===== src/rtl/contador_pkg.sv =====
// Shared constants, readout state encoding and popcount helper for the
// parametrised word counters.
package contador_pkg;

    localparam int N_CH_DEF  = 4;
    localparam int CNT_W_DEF = 8;
    // Widest channel vector the popcount helper accepts.
    localparam int MAX_CH    = 32;

    typedef enum logic [1:0] {
        IDLE    = 2'd0,
        CAPTURE = 2'd1,
        READ    = 2'd2
    } estado_t;

    // Number of set bits; narrower vectors are zero-extended by the caller.
    function automatic logic [5:0] popcount(input logic [MAX_CH-1:0] v);
        logic [5:0] n;
        n = 6'd0;
        for (int i = 0; i < MAX_CH; i++) begin
            n = n + {5'd0, v[i]};
        end
        return n;
    endfunction

endpackage


===== src/rtl/contador_canal.sv =====
// One counter slot: a live counter that adds a variable amount per cycle
// (wrapping or saturating) plus a snapshot register loaded on a capture strobe.
// snap_nxt_o exposes the value the snapshot holds after this edge, which lets
// the readout bypass the capture cycle.
module contador_canal #(
    parameter int CNT_W    = 8,
    parameter int INC_W    = 3,
    parameter int SATURATE = 0
) (
    input  logic             clk,
    input  logic             reset,
    input  logic             en,
    input  logic             clr,
    input  logic [INC_W-1:0] inc,
    input  logic             cap,
    output logic [CNT_W-1:0] snap_nxt_o
);

    localparam int SUM_W = CNT_W + INC_W;
    localparam logic [CNT_W-1:0] CNT_MAX = '1;

    logic [CNT_W-1:0] cnt_q;
    logic [CNT_W-1:0] cnt_d;
    logic [CNT_W-1:0] snap_q;
    logic [CNT_W-1:0] snap_d;
    logic [SUM_W-1:0] sum_d;

    // Next live value: clear beats counting; the wide sum detects overflow.
    always_comb begin
        sum_d = {{INC_W{1'b0}}, cnt_q} + {{CNT_W{1'b0}}, inc};
        if (!en) begin
            cnt_d = cnt_q;
        end else if (clr) begin
            cnt_d = '0;
        end else if ((SATURATE != 0) && (sum_d > {{INC_W{1'b0}}, CNT_MAX})) begin
            cnt_d = CNT_MAX;
        end else begin
            cnt_d = sum_d[CNT_W-1:0];
        end
    end

    // Snapshot takes the post-increment live value so same-cycle pops are included.
    always_comb begin
        if (en && cap) begin
            snap_d = cnt_d;
        end else begin
            snap_d = snap_q;
        end
    end

    assign snap_nxt_o = snap_d;

    // Live counter and snapshot registers.
    always_ff @(posedge clk) begin
        if (reset) begin
            cnt_q  <= '0;
            snap_q <= '0;
        end else begin
            cnt_q  <= cnt_d;
            snap_q <= snap_d;
        end
    end

endmodule


===== src/rtl/contador_palabras_param.sv =====
// Per-channel popped-word counters plus a total, read out through a req/idx
// handshake from an atomic snapshot so the total matches the channel sum.
module contador_palabras_param
    import contador_pkg::*;
#(
    parameter int N_CH     = N_CH_DEF,
    parameter int CNT_W    = CNT_W_DEF,
    parameter int IDX_W    = 3,
    parameter int SATURATE = 0
) (
    input  logic             clk,
    input  logic             reset,
    input  logic             Enable,
    input  logic             init,
    input  logic [N_CH-1:0]  pop,
    input  logic [N_CH-1:0]  fifo_empty,
    input  logic             req,
    input  logic [IDX_W-1:0] idx,
    output logic [CNT_W-1:0] data_out,
    output logic             valid
);

    localparam int INC_W = $clog2(N_CH + 1);

    logic [N_CH-1:0]  ev_d;
    logic             cap_d;
    logic             idx_ok_d;
    logic [CNT_W-1:0] sel_d;
    logic [INC_W-1:0] inc_d  [N_CH+1];
    logic [CNT_W-1:0] snap_d [N_CH+1];

    logic             req_q;
    estado_t          state_q;
    logic [CNT_W-1:0] data_out_q;
    logic             valid_q;

    // A pop only counts when the FIFO actually had a word to give.
    assign ev_d     = Enable ? (pop & ~fifo_empty) : '0;
    assign cap_d    = Enable && req && !req_q;
    assign idx_ok_d = (idx <= IDX_W'(N_CH));

    // Increment amounts: one bit per channel, popcount for the total slot.
    always_comb begin
        for (int i = 0; i < N_CH; i++) begin
            inc_d[i] = INC_W'(ev_d[i]);
        end
        inc_d[N_CH] = INC_W'(popcount(MAX_CH'(ev_d)));
    end

    for (genvar g = 0; g <= N_CH; g++) begin : g_canal
        contador_canal #(
            .CNT_W    (CNT_W),
            .INC_W    (INC_W),
            .SATURATE (SATURATE)
        ) u_canal (
            .clk        (clk),
            .reset      (reset),
            .en         (Enable),
            .clr        (init),
            .inc        (inc_d[g]),
            .cap        (cap_d),
            .snap_nxt_o (snap_d[g])
        );
    end

    // Select the addressed snapshot slot; out-of-range reads yield zero.
    always_comb begin
        sel_d = '0;
        for (int i = 0; i <= N_CH; i++) begin
            if (idx == IDX_W'(i)) begin
                sel_d = snap_d[i];
            end
        end
    end

    // Readout FSM, request edge tracking and registered data/valid.
    always_ff @(posedge clk) begin
        if (reset) begin
            state_q    <= IDLE;
            req_q      <= 1'b0;
            data_out_q <= '0;
            valid_q    <= 1'b0;
        end else if (Enable) begin
            req_q <= req;
            case (state_q)
                IDLE:    state_q <= req ? CAPTURE : IDLE;
                CAPTURE: state_q <= req ? READ : IDLE;
                READ:    state_q <= req ? READ : IDLE;
                default: state_q <= IDLE;
            endcase
            if (init) begin
                valid_q <= 1'b0;
            end else if (req && idx_ok_d) begin
                data_out_q <= sel_d;
                valid_q    <= 1'b1;
            end else if (req) begin
                data_out_q <= '0;
                valid_q    <= 1'b0;
            end else begin
                valid_q <= 1'b0;
            end
        end
    end

    assign data_out = data_out_q;
    assign valid    = valid_q;

endmodule

===== config.mk =====
export PLATFORM = sky130hd
export DESIGN_NAME = contador_palabras_param
export DESIGN_NICKNAME = d
export VERILOG_FILES = /design/src/rtl/contador_pkg.sv /design/src/rtl/contador_canal.sv /design/src/rtl/contador_palabras_param.sv
export SDC_FILE = /design/constraint.sdc
export NUM_CORES = 1
export LEC_CHECK = 0
export ABC_AREA = 1
export BUFFER_PORTS_ARGS = -buffer_cell sky130_fd_sc_hd__buf_2
export CAP_MARGIN = 20
export CORE_MARGIN = 2
export CORE_UTILIZATION = 45
export CTS_CLUSTER_SIZE = 30
export DETAILED_ROUTE_END_ITERATION = 8
export RECOVER_POWER = 50
export SLEW_MARGIN = 25
export SYNTH_ARGS = -nofsm -noshare
export SYNTH_HDL_FRONTEND = slang
export SYNTH_SLANG_ARGS = --single-unit

===== constraint.sdc =====
create_clock -name clk -period 4.5 [get_ports clk]
set_input_delay 0.225 -clock clk [delete_from_list [all_inputs] [get_ports clk]]
set_output_delay 0.225 -clock clk [all_outputs]
set_load 0.01 [all_outputs]

# Word level (Yosys, flattened, before mapping)
# Cells that the tools add are included.
[totals]
register_bits = 90
elab_cells = 62
out_inout_bits = 9
input_bits = 16
[classes]
n_eq_ne = 4
order_cmp = 1
muxes = 25
n_bitwise = 3
addsub = 8
reduce_logical = 8
[op_table]
columns = ["cell", "count"]
rows = [
  ["8-bit 2-to-1 mux", 22],
  ["8-bit by 1-bit adder with 8-bit output", 4],
  ["8-bit by 3-bit adder with 8-bit output", 1],
  ["3-bit by 2-bit equality test with 1-bit output (second input constant)", 2],
  ["4-bit bitwise AND", 1],
  ["1-bit logical AND", 4],
  ["4-bit 2-to-1 mux", 1],
  ["4-bit inverter", 1],
  ["2-bit by 1-bit adder with 3-bit output", 1],
  ["3-bit by 1-bit adder with 3-bit output", 1],
  ["3-bit by 1-bit equality test with 1-bit output (second input constant)", 1],
  ["3-bit equality test (second input constant)", 1],
  ["3-bit less-or-equal comparator (second input constant)", 1],
  ["3-bit logical NOT", 1],
  ["3-bit AND reduction", 1],
  ["1-bit by 1-bit adder with 2-bit output", 1],
  ["1-bit 2-to-1 mux", 2],
  ["2-bit nonzero test", 1],
  ["1-bit logical NOT", 1],
  ["1-bit inverter", 1],
]

# Depth between registers and ports, before layout
[logic_depth]
ltp_word = 13
depth_mapped = 22
depth_no_buf = 19

# Hierarchy
# Synthesis repeated with hierarchy kept, for this count alone.
[unflattened]
cells_unflattened = 734
area_unflattened_um2 = 5144.9
[modules_own_cells]
columns = ["mod", "area_per_inst_um2", "n_inst", "seq_area_each_um2", "cells_per_inst"]
rows = [
  ["contador_canal", 838.3, 5, 320.3, 113],
  ["contador_palabras_param", 953.4, 1, 200.2, 169],
]

# Least setup slack after synthesis
# OpenSTA, ideal clock, no wires.
[synth_path]
path_kind = "input-to-reg"
from = "in Enable"
to = "reg data_out_q[4] (netlist: data_out[4])"
path_stages = 20
arrival_time_ns = 2.921
setup_ns = 0.070
setup_slack_ns = 1.509
required_time_ns = 4.430
n_path_buf = 3
cell_sequence = "buf_6 buf_6 buf_4 nand2_1 nor2_1 xnor2_1 inv_1 ha_1 fa_1 fa_1 nand3_2 nor2_2 nand2_1 nand3_1 nand2_1 o21ai_1 nand2_1 nand2_1 o21bai_1 a21oi_1"
[synth_between]
elab_chain_cells = 11
word_cells_on_any_way = 34
cone_classes = "add/sub (8); mux (22); reduce/logical (4)"
[synth_rtl]
columns = ["item", "line", "text"]
rows = [
  ["from (decl)", "contador_palabras_param.sv:13", "input logic Enable,"],
  ["parallel branches: the longest is 11 deep, another holds 8-bit by 3-bit adder with 8-bit output", "n/a", ""],
  ["to (signal assigned)", "contador_palabras_param.sv:94", "data_out_q <= sel_d;"],
  ["to (decl)", "contador_palabras_param.sv:34", "logic [CNT_W-1:0] data_out_q;"],
]
# Parallel ways; which one is timed is not known.
# A chain may end at the register's enable or synchronous reset.

# Final worst setup path
[layout_path]
from = "in reset"
to = "reg g_canal[3].u_canal.snap_q[6]"
[layout_rtl]
columns = ["item", "line", "text"]
rows = [
  ["from (decl)", "contador_palabras_param.sv:12", "input logic reset,"],
  ["to (signal assigned)", "contador_canal.sv:60", "snap_q <= snap_d;"],
  ["to (decl)", "contador_canal.sv:24", "logic [CNT_W-1:0] snap_q;"],
]
# No word-level cell between the ends.

==> metrics.md <==
| Metric | Value |
|---|---|
| Global Route Usage Sum | `0.208` |
| Switching share of power | `0.234` |
| Data required time at the worst endpoint | `4.58 ns` |
| Hold Path Origin | `req` |
| Yosys reg bits | `90` |
| Maximum vdd drop | `0.148 mV` |
| Die Area | `10700 sq um` |
| Final Worst Setup Slack | `1.34 ns` |
| Slew @ Worst Pin | `3.89 ns` |
| Starting Density | `0.458` |
| Fin. max-slew vios | `91` |
| Routed WL | `10400 um` |
| Max transition margin | `-1.59` |
| Share of cells above drive strength 1 | `0.0904` |
| Layout net count | `678` |
| P_int | `1.29 mW` |
| Setup TNS | `0 ns` |
| R2R setup slack | `2.21 ns` |
| CTS clk-pin slew, worst paths | `0.09 ns` |
| YS warnings | `0` |
| Syn_nets | `664` |
| Share of total power in combinational logic | `0.090` |
| Maxcap violations | `1` |
| Resized Gates After CTS | `0` |
| Post-route clock period utilization | `0.703` |
| Die Width | `103 um` |
| Worst Clk Skew | `0.00779 ns` |
| Area growth from synthesis to final layout | `9.51%` |
| Hold Fails Final Rpt | `0` |
| Vias in the first global route | `3469` |
| Lkg Pwr | `2.06 nW` |
| Synth Cell Area | `4430 sq um` |
| Worst hold stages | `3` |
| Pwr Density | `346 nW/um^2` |
| Worst-path fanout max | `90` |
| Min Tclk post-route | `3.16 ns` |
| Hold/Removal Path Class | `input pin to flop` |
| Cell count after synthesis | `636` |
| Hold-fix buffers, CTS | `0` |
| Rows | `36` |
| Initial antenna violation count | `0` |
| Drc violations | `0` |
| Crit. End Element | `flop` |
| Maximum clock rate | `316 MHz` |
| Root Driver | `clkbuf_8` |
| Critical path type | `input pin to flop` |
| Port bufs | `24` |
| GPL Wtd Cong | `0.869` |
| Post-Place Worst Slack | `1.40 ns` |
| Clock Latency Late Sink | `0.35 ns` |
| N_diodes | `0` |
| Sequential power share | `0.491` |
| Status | `complete, but fails checks` |
| Global-route wire length before repair | `16900 um` |
| H-tree Lvls | `3` |
| Clock power frac | `0.418` |
| Mean Syn Cell Area | `6.97 sq um` |
| Cell variety after synth | `35` |
| End of the worst register-to-register path | `data_out[4]` |
| Commonest non-fill, non-tap cells in the layout | `nand2_1, nor2_1, dfxtp_1, inv_1, nand3_1` |
| Sequential area share after synthesis | `0.406` |
| TritonCTS Buffers | `9` |
| Die height | `103 um` |
| Failing checks | `capacitance limit, slew limit` |
| First DRT Iteration DRCs | `166` |
| CP arrival | `3.24 ns` |
| Worst Hold Endpoint | `req_q` |
| Vias per cell | `4.96` |
| Largest net degree at the start of global routing | `91` |
| Core ar. | `9680 sq um` |
| Layout fillers | `989` |
| Setup Buffers After CTS | `0` |
| Worst r2r path cells | `11` |
| Io pins | `25` |
| RSZ-0062 raised after global routing | `no` |
| Vias post-DR | `3899` |
| Register Area | `1800 sq um` |
| Commonest non-fill, non-tap cell in the layout | `nand2_1` |
| Drt wl/cell | `13.2 um` |
| Setup crit start kind | `input pin` |
| Area taken by multi-input logic gates | `2270 sq um` |
| Total grt overflow | `0` |
| Routed Antenna Nets | `0` |
| TritonRoute pass-1 iters | `4` |
| Clock sink count | `90` |
| Max Buffers Root-to-Sink | `2` |
| Final setup viols | `0` |
| R2R Path Start | `g_canal[4].u_canal.cnt_q[0]` |
| CTS tree | `built` |
| Post-DP HPWL | `7440 um` |
| NetSw | `392 uW` |
==> through the flow <==
stage | utilization | cells | instance area, sq um | hold WS [ns] | power [mW]
after global routing | 0.501 | 786 | 4850 | 0.236 | 1.75
after detailed placement | 0.477 | 772 | 4620 | 0.456 | 0.997
after floorplan | - | 636 | 4430 | 0.414 | 0.959
after global placement | 0.476 | 772 | 4610 | 0.449 | 0.995
after CTS | 0.503 | 786 | 4870 | 0.226 | 1.69
final | 0.501 | 786 | 4850 | 0.239 | 1.68
==> critical path, stage by stage <==
cell and delay (ns):
buf_2 0.07, clkbuf_1 2.71, nor2_1 0.17
==> worst max-delay path by stage <==
stage	startpoint	end	slack, ns	cells after the start
after detailed placement	Enable	data_out[4]	1.40	17
after global routing	reset	g_canal[4].u_canal.snap_q[0]	0.86	3
after CTS	Enable	data_out[4]	1.76	17
after floorplan	Enable	data_out[4]	1.51	20
after global placement	Enable	data_out[4]	1.46	18
final	reset	g_canal[3].u_canal.snap_q[6]	1.34	3
==> synthesized netlist by cell type (all sizes together) <==
cell type / instances / area [sq um]
inv: 59 / 224
nand3: 55 / 298
a21o: 2 / 15.0
nand3b: 4 / 30.0
nand2: 173 / 659
clkbuf: 10 / 37.5
or2: 8 / 50.1
a21oi: 29 / 156
nor3: 5 / 36.3
a22o: 3 / 26.3
o211ai: 5 / 37.5
nand4: 12 / 75.1
o21ai: 28 / 144
dfxtp: 90 / 1800
xnor2: 1 / 8.76
o21bai: 11 / 82.6
a22oi: 2 / 15.0
fa: 2 / 40.0
o21a: 8 / 60.1
nor2: 104 / 405
ha: 10 / 125
buf: 15 / 105
==> sequential cells by signal, summed over array words and instances (netlist names) <==
name / flops
data_out: 8
g_canal.u_canal.cnt_q: 40
g_canal.u_canal.snap_q: 40
req_q: 1
valid: 1
==> cells by family after synthesis <==
kind of cell / after synthesis / synth area share
DFF: 90 / 0.406
buffers and inverters: 84 / 0.0827
AOI/OAI and AO/OA: 88 / 0.121
adders and majority gates: 12 / 0.0373
and+or+nand+nor: 361 / 0.351
xor gates and xnor gates: 1 / 0.00198
==> power by group through the flow <==
stage / combinational (mW) / clock (mW) / sequential, mW
finish: 0.152 / 0.703 / 0.826
global route: 0.173 / 0.754 / 0.829
CTS: 0.153 / 0.715 / 0.826
detailed placement: 0.153 / 0 / 0.845
global placement: 0.151 / 0 / 0.844
floorplan: 0.116 / 0 / 0.843
==> cell type report <==
class                      instances  area share
multi-input combinational        462       0.469
sequential                        90       0.371
clock buffer                       9      0.0255
inverter                          59      0.0461
clock inverter                     5      0.0265
timing repair buffer              28      0.0278
tap                              133      0.0343
==> layer usage <==
layer | up-vias | global-route usage | part of all wire
li1 | 2061 | - | -
met1 | 1748 | 0.299 | 0.49
met2 | 80 | 0.317 | 0.44
met3 | 10 | 0.0309 | 0.049
met4 | 0 | 0.0789 | 0.014
met5 | - | 0 | 0
Power figures use the tool's default switching activity.
